==> src/rtl/alu_pkg.sv <==
// Shared definitions for the ALU issue controller: opcodes, FSM states and flag bit positions.
package alu_pkg;

  typedef enum logic [3:0] {
    OP_ADD = 4'd0,
    OP_SUB = 4'd1,
    OP_MUL = 4'd2,
    OP_DIV = 4'd3,
    OP_MOD = 4'd4,
    OP_SHL = 4'd5,
    OP_SHR = 4'd6,
    OP_AND = 4'd7,
    OP_OR  = 4'd8,
    OP_XOR = 4'd9,
    OP_MOV = 4'd10,
    OP_MVN = 4'd11
  } alu_op_e;

  typedef enum logic [1:0] {
    S_IDLE  = 2'd0,
    S_ISSUE = 2'd1,
    S_RESP  = 2'd2
  } alu_state_e;

  localparam int FLAG_Z = 3;
  localparam int FLAG_N = 2;
  localparam int FLAG_C = 1;
  localparam int FLAG_V = 0;

endpackage

==> src/rtl/alu_flag_gen.sv <==
// Combinational result selection: picks the raw result for the opcode, extends it to 2N bits
// and derives {Z,N,C,V} plus the error indication.
module alu_flag_gen
  import alu_pkg::*;
#(
  parameter int N = 6
) (
  input  logic [3:0]     i_op,
  input  logic [N-2:0]   i_b_mag,
  input  logic [N:0]     i_sum,
  input  logic [N:0]     i_sub,
  input  logic [2*N-1:0] i_mul,
  input  logic [N:0]     i_div,
  input  logic [N:0]     i_mod,
  input  logic [N:0]     i_shl,
  input  logic [N:0]     i_shr,
  input  logic [N:0]     i_and,
  input  logic [N:0]     i_or,
  input  logic [N:0]     i_xor,
  input  logic [N:0]     i_mov,
  input  logic [N:0]     i_movn,
  output logic [2*N-1:0] o_data,
  output logic [3:0]     o_flags,
  output logic           o_err
);

  logic [2*N-1:0] w_data;
  logic           w_n;
  logic           w_c;
  logic           w_v;
  logic           w_err;
  logic           w_div_zero;

  // Both +0 and -0 divisors count as zero since only the magnitude matters.
  assign w_div_zero = (i_b_mag == '0);

  always_comb begin
    w_data = '0;
    w_n    = 1'b0;
    w_c    = 1'b0;
    w_v    = 1'b0;
    w_err  = 1'b0;
    case (i_op)
      OP_ADD: begin
        w_data = {{(N-1){i_sum[N]}}, i_sum};
        w_n    = i_sum[N];
        w_c    = i_sum[N];
        w_v    = i_sum[N] ^ i_sum[N-1];
      end
      OP_SUB: begin
        w_data = {{(N-1){i_sub[N]}}, i_sub};
        w_n    = i_sub[N];
        w_c    = i_sub[N];
        w_v    = i_sub[N] ^ i_sub[N-1];
      end
      OP_MUL: begin
        w_data = i_mul;
        w_n    = i_mul[2*N-1];
      end
      OP_DIV: begin
        w_err  = w_div_zero;
        w_data = {{(N-1){i_div[N]}}, i_div};
        w_n    = i_div[N];
      end
      OP_MOD: begin
        w_err  = w_div_zero;
        w_data = {{(N-1){i_mod[N]}}, i_mod};
        w_n    = i_mod[N];
      end
      OP_SHL:  w_data = {{(N-1){1'b0}}, i_shl};
      OP_SHR:  w_data = {{(N-1){1'b0}}, i_shr};
      OP_AND:  w_data = {{(N-1){1'b0}}, i_and};
      OP_OR:   w_data = {{(N-1){1'b0}}, i_or};
      OP_XOR:  w_data = {{(N-1){1'b0}}, i_xor};
      OP_MOV:  w_data = {{(N-1){1'b0}}, i_mov};
      OP_MVN:  w_data = {{(N-1){1'b0}}, i_movn};
      default: w_err  = 1'b1;
    endcase
  end

  // Any error forces a zero result, which in turn reports only the Z flag.
  always_comb begin
    o_err           = w_err;
    o_data          = w_err ? '0 : w_data;
    o_flags         = '0;
    o_flags[FLAG_Z] = (o_data == '0);
    o_flags[FLAG_N] = w_n & ~w_err;
    o_flags[FLAG_C] = w_c & ~w_err;
    o_flags[FLAG_V] = w_v & ~w_err;
  end

endmodule

==> src/rtl/alu_issue_ctrl.sv <==
// Issue controller: accepts one command, drives registered operands to the operations unit,
// captures the selected result one cycle later and holds it until the consumer takes it.
module alu_issue_ctrl
  import alu_pkg::*;
#(
  parameter int N     = 6,
  parameter int CNT_W = 16
) (
  input  logic             clk,
  input  logic             rst,
  input  logic             cmd_valid,
  output logic             cmd_ready,
  input  logic [3:0]       cmd_op,
  input  logic [N-1:0]     cmd_a,
  input  logic [N-1:0]     cmd_b,
  output logic [N-1:0]     alu_a,
  output logic [N-1:0]     alu_b,
  input  logic [N:0]       sum_i,
  input  logic [N:0]       sub_i,
  input  logic [2*N-1:0]   mul_i,
  input  logic [N:0]       div_i,
  input  logic [N:0]       mod_i,
  input  logic [N:0]       shl_i,
  input  logic [N:0]       shr_i,
  input  logic [N:0]       and_i,
  input  logic [N:0]       or_i,
  input  logic [N:0]       xor_i,
  input  logic [N:0]       mov_i,
  input  logic [N:0]       movn_i,
  output logic             rsp_valid,
  input  logic             rsp_ready,
  output logic [2*N-1:0]   rsp_data,
  output logic [3:0]       rsp_flags,
  output logic             rsp_err,
  output logic [CNT_W-1:0] op_count
);

  alu_state_e       r_state;
  logic [3:0]       r_op;
  logic [N-1:0]     r_alu_a;
  logic [N-1:0]     r_alu_b;
  logic             r_cmd_ready;
  logic             r_rsp_valid;
  logic [2*N-1:0]   r_rsp_data;
  logic [3:0]       r_rsp_flags;
  logic             r_rsp_err;
  logic [CNT_W-1:0] r_op_count;

  logic [2*N-1:0]   w_data;
  logic [3:0]       w_flags;
  logic             w_err;

  alu_flag_gen #(.N(N)) u_flag_gen (
    .i_op    (r_op),
    .i_b_mag (r_alu_b[N-2:0]),
    .i_sum   (sum_i),
    .i_sub   (sub_i),
    .i_mul   (mul_i),
    .i_div   (div_i),
    .i_mod   (mod_i),
    .i_shl   (shl_i),
    .i_shr   (shr_i),
    .i_and   (and_i),
    .i_or    (or_i),
    .i_xor   (xor_i),
    .i_mov   (mov_i),
    .i_movn  (movn_i),
    .o_data  (w_data),
    .o_flags (w_flags),
    .o_err   (w_err)
  );

  // The operand registers double as the latched command, so they stay frozen until the next accept.
  always_ff @(posedge clk) begin
    if (rst) begin
      r_state     <= S_IDLE;
      r_op        <= '0;
      r_alu_a     <= '0;
      r_alu_b     <= '0;
      r_cmd_ready <= 1'b1;
      r_rsp_valid <= 1'b0;
      r_rsp_data  <= '0;
      r_rsp_flags <= '0;
      r_rsp_err   <= 1'b0;
      r_op_count  <= '0;
    end else begin
      case (r_state)
        S_IDLE: begin
          if (cmd_valid && r_cmd_ready) begin
            r_op        <= cmd_op;
            r_alu_a     <= cmd_a;
            r_alu_b     <= cmd_b;
            r_cmd_ready <= 1'b0;
            r_state     <= S_ISSUE;
          end
        end
        S_ISSUE: begin
          r_rsp_data  <= w_data;
          r_rsp_flags <= w_flags;
          r_rsp_err   <= w_err;
          r_rsp_valid <= 1'b1;
          r_state     <= S_RESP;
        end
        S_RESP: begin
          if (rsp_ready) begin
            r_rsp_valid <= 1'b0;
            r_cmd_ready <= 1'b1;
            r_op_count  <= r_op_count + 1'b1;
            r_state     <= S_IDLE;
          end
        end
        default: begin
          r_state     <= S_IDLE;
          r_cmd_ready <= 1'b1;
          r_rsp_valid <= 1'b0;
        end
      endcase
    end
  end

  assign cmd_ready = r_cmd_ready;
  assign alu_a     = r_alu_a;
  assign alu_b     = r_alu_b;
  assign rsp_valid = r_rsp_valid;
  assign rsp_data  = r_rsp_data;
  assign rsp_flags = r_rsp_flags;
  assign rsp_err   = r_rsp_err;
  assign op_count  = r_op_count;

endmodule

==> config.mk <==
export PLATFORM = sky130hd
export DESIGN_NAME = alu_issue_ctrl
export DESIGN_NICKNAME = d
export VERILOG_FILES = /design/src/rtl/alu_pkg.sv /design/src/rtl/alu_flag_gen.sv /design/src/rtl/alu_issue_ctrl.sv
export SDC_FILE = /design/constraint.sdc
export NUM_CORES = 1
export LEC_CHECK = 0
export ABC_AREA = 1
export CAP_MARGIN = 20
export CORE_ASPECT_RATIO = 0.7
export CORE_MARGIN = 10
export CORE_UTILIZATION = 40
export CTS_CLUSTER_SIZE = 30
export DETAILED_ROUTE_END_ITERATION = 10
export GPL_TIMING_DRIVEN = 0
export PLACE_DENSITY = 0.83
export SLEW_MARGIN = 5
export SYNTH_ARGS = -nofsm -noshare
export SYNTH_HDL_FRONTEND = slang
export SYNTH_SLANG_ARGS = --single-unit
export TNS_END_PERCENT = 20
==> constraint.sdc <==
create_clock -name clk -period 1.85 [get_ports clk]
set_input_delay 0.37 -clock clk [delete_from_list [all_inputs] [get_ports clk]]
set_output_delay 0.37 -clock clk [all_outputs]
set_load 0.01 [all_outputs]
* Word level (Yosys, flattened, before mapping)
Cells that the tools add are included.
Word-level totals: register bits 53, input bits 109, output and inout port bits 47, word-level logic and storage cells 60
Cells by class: add/sub/neg operators 1, equality and inequality tests 15, multiplexer cells 14, bitwise logic cells 8, reduce and logical (&&, ||, !) cells 12
Operator list (count):
- $pmux 12 s12 | 1
- $add 16x1->16 const B | 1
- $eq 4x3->1 const B | 4
- $eq 4x4->1 const B | 4
- $logic_not 12->1 | 1
- $mux 12 | 1
- $reduce_or 10->1 | 1
- $eq 4x2->1 const B | 2
- $reduce_and 2->1 | 4
- $pmux 1 s2 | 3
- $pmux 1 s3 | 2
- $pmux 2 s3 | 1
- $logic_not 5->1 | 1
- $pmux 1 s5 | 1
- $eq 4x1->1 const B | 1
- $logic_not 4->1 | 1
- $mux 2 | 2
- $ne 2x2->1 const B | 2
- $and 1x1->1 | 3
- $mux 1 | 3
- $not 1->1 | 3
- $reduce_and 3->1 | 1
- $eq 2x1->1 const B | 1
- $eq 2x2->1 const B | 1
- other kinds (4) | 5

* Depth between registers and ports, before layout
word-level depth 5, mapped depth 12, mapped depth without buffers 12

* Modules after synthesis
From an unflattened synthesis, not the netlist that was laid out.
Unflattened totals: cells, all modules 531, area, all modules 3134.3 um^2
Modules (own cells, without submodules):
- alu_issue_ctrl | instances 1, cells each 282, area an instance 2098.3 um^2, sequential area each 1061.0 um^2
- alu_flag_gen | instances 1, cells each 249, area an instance 1036.0 um^2, sequential area each 0.0 um^2

* Worst setup path after synthesis
Ideal clock, no wire load.
path kind register to register, start reg r_op_count[0], in the netlist op_count[0], end reg r_op_count[12], in the netlist op_count[12], setup time 116 ps, data arrival time 1460 ps, data required time 1734 ps, setup slack 274 ps, stages on the path, launching flop included 10, buffers on the path 0, clock period less this slack 1576 ps, cell sequence dfxtp_1 -> ha_1 -> inv_1 -> nor3_4 -> nand2_2 -> nor2_4 -> nand4_2 -> nor2_1 -> nand2_1 -> nor3b_2
On the way: word-level cells in the longest chain between the ends 1
Ends and longest elaborated chain:
- from (decl) | line alu_issue_ctrl.sv:47 | logic [CNT_W-1:0] r_op_count;
- from (signal assigned) | line alu_issue_ctrl.sv:108 | r_op_count <= r_op_count + 1'b1;
- $add 16x1->16 | line alu_issue_ctrl.sv:108
No other way between the ends. A chain may end at the register's enable or synchronous reset.

* Worst setup path in the final report
start reg r_op[3], end reg r_rsp_flags[3], in the netlist rsp_flags[3]
On the way: word-level cells in the longest chain between the ends 5, elaborated cells between the ends (all ways) 18, classes of those cells eq/ne (11); mux (3); reduce/logical (4)
Ends and longest elaborated chain:
- from (decl) | line alu_issue_ctrl.sv:39 | logic [3:0] r_op;
- from (signal assigned) | line alu_issue_ctrl.sv:90 | r_op <= cmd_op;
- $eq 4x1->1, or another cell as far along | line alu_flag_gen.sv:43 | case (i_op)
- $reduce_or 10->1 (no source line) or $reduce_or 2->1 (tied branches)
- $pmux 1 s2 | line alu_flag_gen.sv:43
- $mux 12 (*) | line alu_flag_gen.sv:84 | o_data = w_err ? '0 : w_data;
- $logic_not 12->1 (*) | line alu_flag_gen.sv:86 | o_flags[FLAG_Z] = (o_data == '0);
- to (signal assigned) | line alu_issue_ctrl.sv:99 | r_rsp_flags <= w_flags;
- to (decl) | line alu_issue_ctrl.sv:45 | logic [3:0] r_rsp_flags;
Mark *: on every way between the ends. The rest lies on a longest branch, timed or not.

==> key figures <==
Worst setup path
  – CP max stage cell: dfxtp_2
  – Setup CP Type: flip-flop to flip-flop
  – Cell Chain, Critical Path: inv_2, nand2_2, nor2_2, nand2_1, nand2_1, nor2_1, nand3_1, nand2_1, nand2_1, nor2_1, nand3_1, a21oi_2
  – Critical Path End Type: flip-flop
  – Startpoint class of the critical path: flip-flop
  – R2r setup slk: 0.01 ns
  – Crit path depth: 12
  – WP data arrival: 2.02 ns
  – R2R depth: 12
  – Worst EP required: 2.03 ns
  – Max stage delay on crit path: 0.38 ns
  – Crit path max-delay family: simple AND/OR/NAND/NOR gates
  – Worst reg2reg endpoint: rsp_flags[3]
  – RR Startpoint: r_op[3]
  – CP Buf/Inv Count: 1
  – Critical path fanouts, max: 7
  – Most frequent cell on the critical path: nand2_1

Logic synthesis
  – YS warnings: 0
  – Cell taking the most area after synthesis: dfxtp_1
  – Synth Flop Type: dfxtp_1
  – Yosys cell types: 36
  – Sequential area share after synthesis: 35.92%
  – Async set-or-reset flop fraction in the synthesized netlist: 0%
  – Post-synthesis cell count: 458
  – Mean Syn Cell Area: 6.450 um2
  – Most frequent cell after synthesis: nand2_1
  – Top cells by area, synth: dfxtp_1 36%, nand2_1 19%, nor2_1 8.9%
  – Post-synth EDFFs: 0
  – Synth cell count leaders: 153 x nand2_1, 70 x nor2_1, 53 x dfxtp_1
  – Synthesized area: 0.002954 mm2
  – Seq cells post-synth: 53
  – Synthesized Nets: 568
  – Yosys top cell area share: 35.92%

Die
  – Width of the die: 122.7 um
  – Top-Level Pins: 156
  – Die Span Y: 91.90 um
  – Initial core utilization: 40.72%
  – Core area: 0.007254 mm2
  – Die Area: 0.01128 mm2
  – # rows: 26

Drt
  – Detailed Route Iter0 Violations: 193
  – Number of remaining DRC errors: 0
  – Total Routed Length: 11.83 mm
  – Routed vias: 3,621
  – Via-to-Cell Ratio: 5.036
  – WL/cell: 16.45 um
  – Post-route ant nets: 0
  – Drt first pass iters: 5

Global route
  – Total grt overflow: 0
  – GRT met1 Usage: 26.23%
  – Antenna violations before repair: 0
  – Largest net degree at the start of global routing: 17
  – Vias in the first global route: 3,471
  – GRT Total Usage: 19.92%
  – Met3 usage: 5.083%
  – Global route hottest layer: met2
  – Met2 Use GR: 32.03%
  – First-pass GRT wire length: 18.11 mm

STA
  – Max_slew headroom: 66.48%
  – Min Hold Slack: 0.4753 ns
  – Setup violators final: 0
  – Fmax: 0.5449 GHz
  – Final worst path period share: 99.19%
  – RSZ-0062 raised after global routing: yes
  – Final Hold Viols: 0
  – Worst Slack Setup Final: 0.01491 ns
  – Worst Clk Skew: 0.005883 ns
  – Slew @ Worst Pin: 0.5027 ns
  – Max-slew violations: 0
  – Minimum clock period: 1.835 ns

Clock network
  – Worst-Skew Late Latency: 0.30 ns
  – Clk sink count: 53
  – CTS Hold Bufs: 0
  – Longest Clk Path Bufs: 2
  – Num CTS Buffers: 5
  – Root Driver: clkbuf_8
  – Setup Fix Bufs, Post-CTS: 0
  – H-tree lvl count: 2
  – Clock transition at path regs: 0.10 ns
  – CTS tree: yes

Finish
  – ANT cells: 0
  – Fill count: 659
  – Final net count: 730
  – Seq. cell area: 0.001065 mm2
  – Area Growth Syn to Fin: 61.88%
  – Share of post-route cells with drive strength above 1: 8.696%
  – Area occupied by multi-input gates: 0.001808 mm2
  – Design area: 0.004782 mm2

Place
  – Worst Setup Slack post-DPL: -0.2921 ns
  – DP Area: 0.004628 mm2
  – Post-DP HPWL: 9.711 mm
  – GPL Wtd Cong: 0.9351
  – IO Port Bufs: 155

Power and ir drop
  – Leakage power: 1.994 nW
  – Maximum VDD drop: 0.4298 mV
  – Power density over cell area: 610.6 mW/mm2

Min path
  – Hold path start: rsp_flags[0]
  – Worst Hold Endpoint: rsp_flags[0]
  – WHS Path Cells: 2
  – Hold Path Class: flip-flop to flip-flop

Run
  – Max_cap viols: 0

Status
  – Status: finished clean
-- layout make-up --
class,count,area share [%]
buffer,13,1.361
clock buffer,6,1.518
clock inverter,2,0.3140
inverter,22,1.727
multi-input combinational,370,37.81
sequential,53,22.27
tap,98,2.564
timing repair buffer,155,32.44
-- layout by cell type, fill, tap and decap left out, types with 2 or more instances in the layout --
cell type	n
clkdlybuf4s50_1	155
nand2_1	151
nor2_1	61
dfxtp_1	50
o21ai_0	37
nand3_1	35
a21oi_1	32
inv_1	20
nor2_2	10
clkbuf_1	10
nor2_4	9
nand2_2	6
clkbuf_8	5
nand2_4	3
xor2_1	3
dfxtp_2	3
inv_2	2
nand3_2	2
buf_6	2
nand4_1	2
nand4_2	2
xnor2_1	2
clkinvlp_4	2
-- registers in the layout, summed over array words and instances (netlist names) --
register and flops:
alu_a 6, op_count 16, rsp_flags 4, alu_b 6, rsp_data 12, rsp_err 1, rsp_valid 1, r_op 4
cmd_ready 1, r_state 2
-- metrics by stage --
stage	util [%]	power, mW	std cells	setup TNS, ns
2_1_floorplan	-	1.755	458	0
3_3_place_gp	63.80	2.239	711	-1.221
3_5_place_dp	63.80	2.256	711	-1.635
4_1_cts	65.38	2.904	719	0
5_1_grt	65.92	3.078	719	-0.4343
6_report	65.92	2.920	719	0
-- kinds of logic after synthesis --
group	after synthesis	synth area share, %
AO/OA/AOI/OAI	76	13.93
buffers and inverters	35	4.997
AND/OR/NAND/NOR	288	43.24
adder cells (fa/ha/maj)	1	0.4235
flip-flops	53	35.92
XOR/XNOR	5	1.483
-- worst max-delay path by stage --
stage	from	to	slack, ns
global placement	rsp_ready	op_count[12]	-0.22
CTS	r_op[3]	rsp_flags[3]	0.002
detailed placement	rsp_ready	op_count[13]	-0.29
floorplan	op_count[0]	op_count[12]	0.27
finish	r_op[3]	rsp_flags[3]	0.01
global route	r_op[0]	rsp_flags[3]	-0.15
-- report_power, final --
part	internal (mW)	leakage (nW)	switching, mW	total, mW
sequential	1.21	0.434	0.0606	1.27
clock	0.268	0.0374	0.387	0.654
combinational	0.486	1.52	0.506	0.991
-- tightest hold or removal path: stages, from the launching register on --
cell and delay, ns:
dfxtp_1 0.32, nand2_1 0.06, a21oi_1 0.06
-- repair_timing --
action,4_1_cts,5_1_grt
endpoints found under the setup margin,1,8
gates cloned,0,0
resized for setup,9,12
hold endpoints to repair,0,0
-- routing by layer --
layer	up-vias	part of all wire, %
li1	1812	-
met1	1666	45
met2	133	46
met3	10	7.5
met4	0	1.1
met5	-	0
No activity file was read; power rests on OpenSTA's default activity.
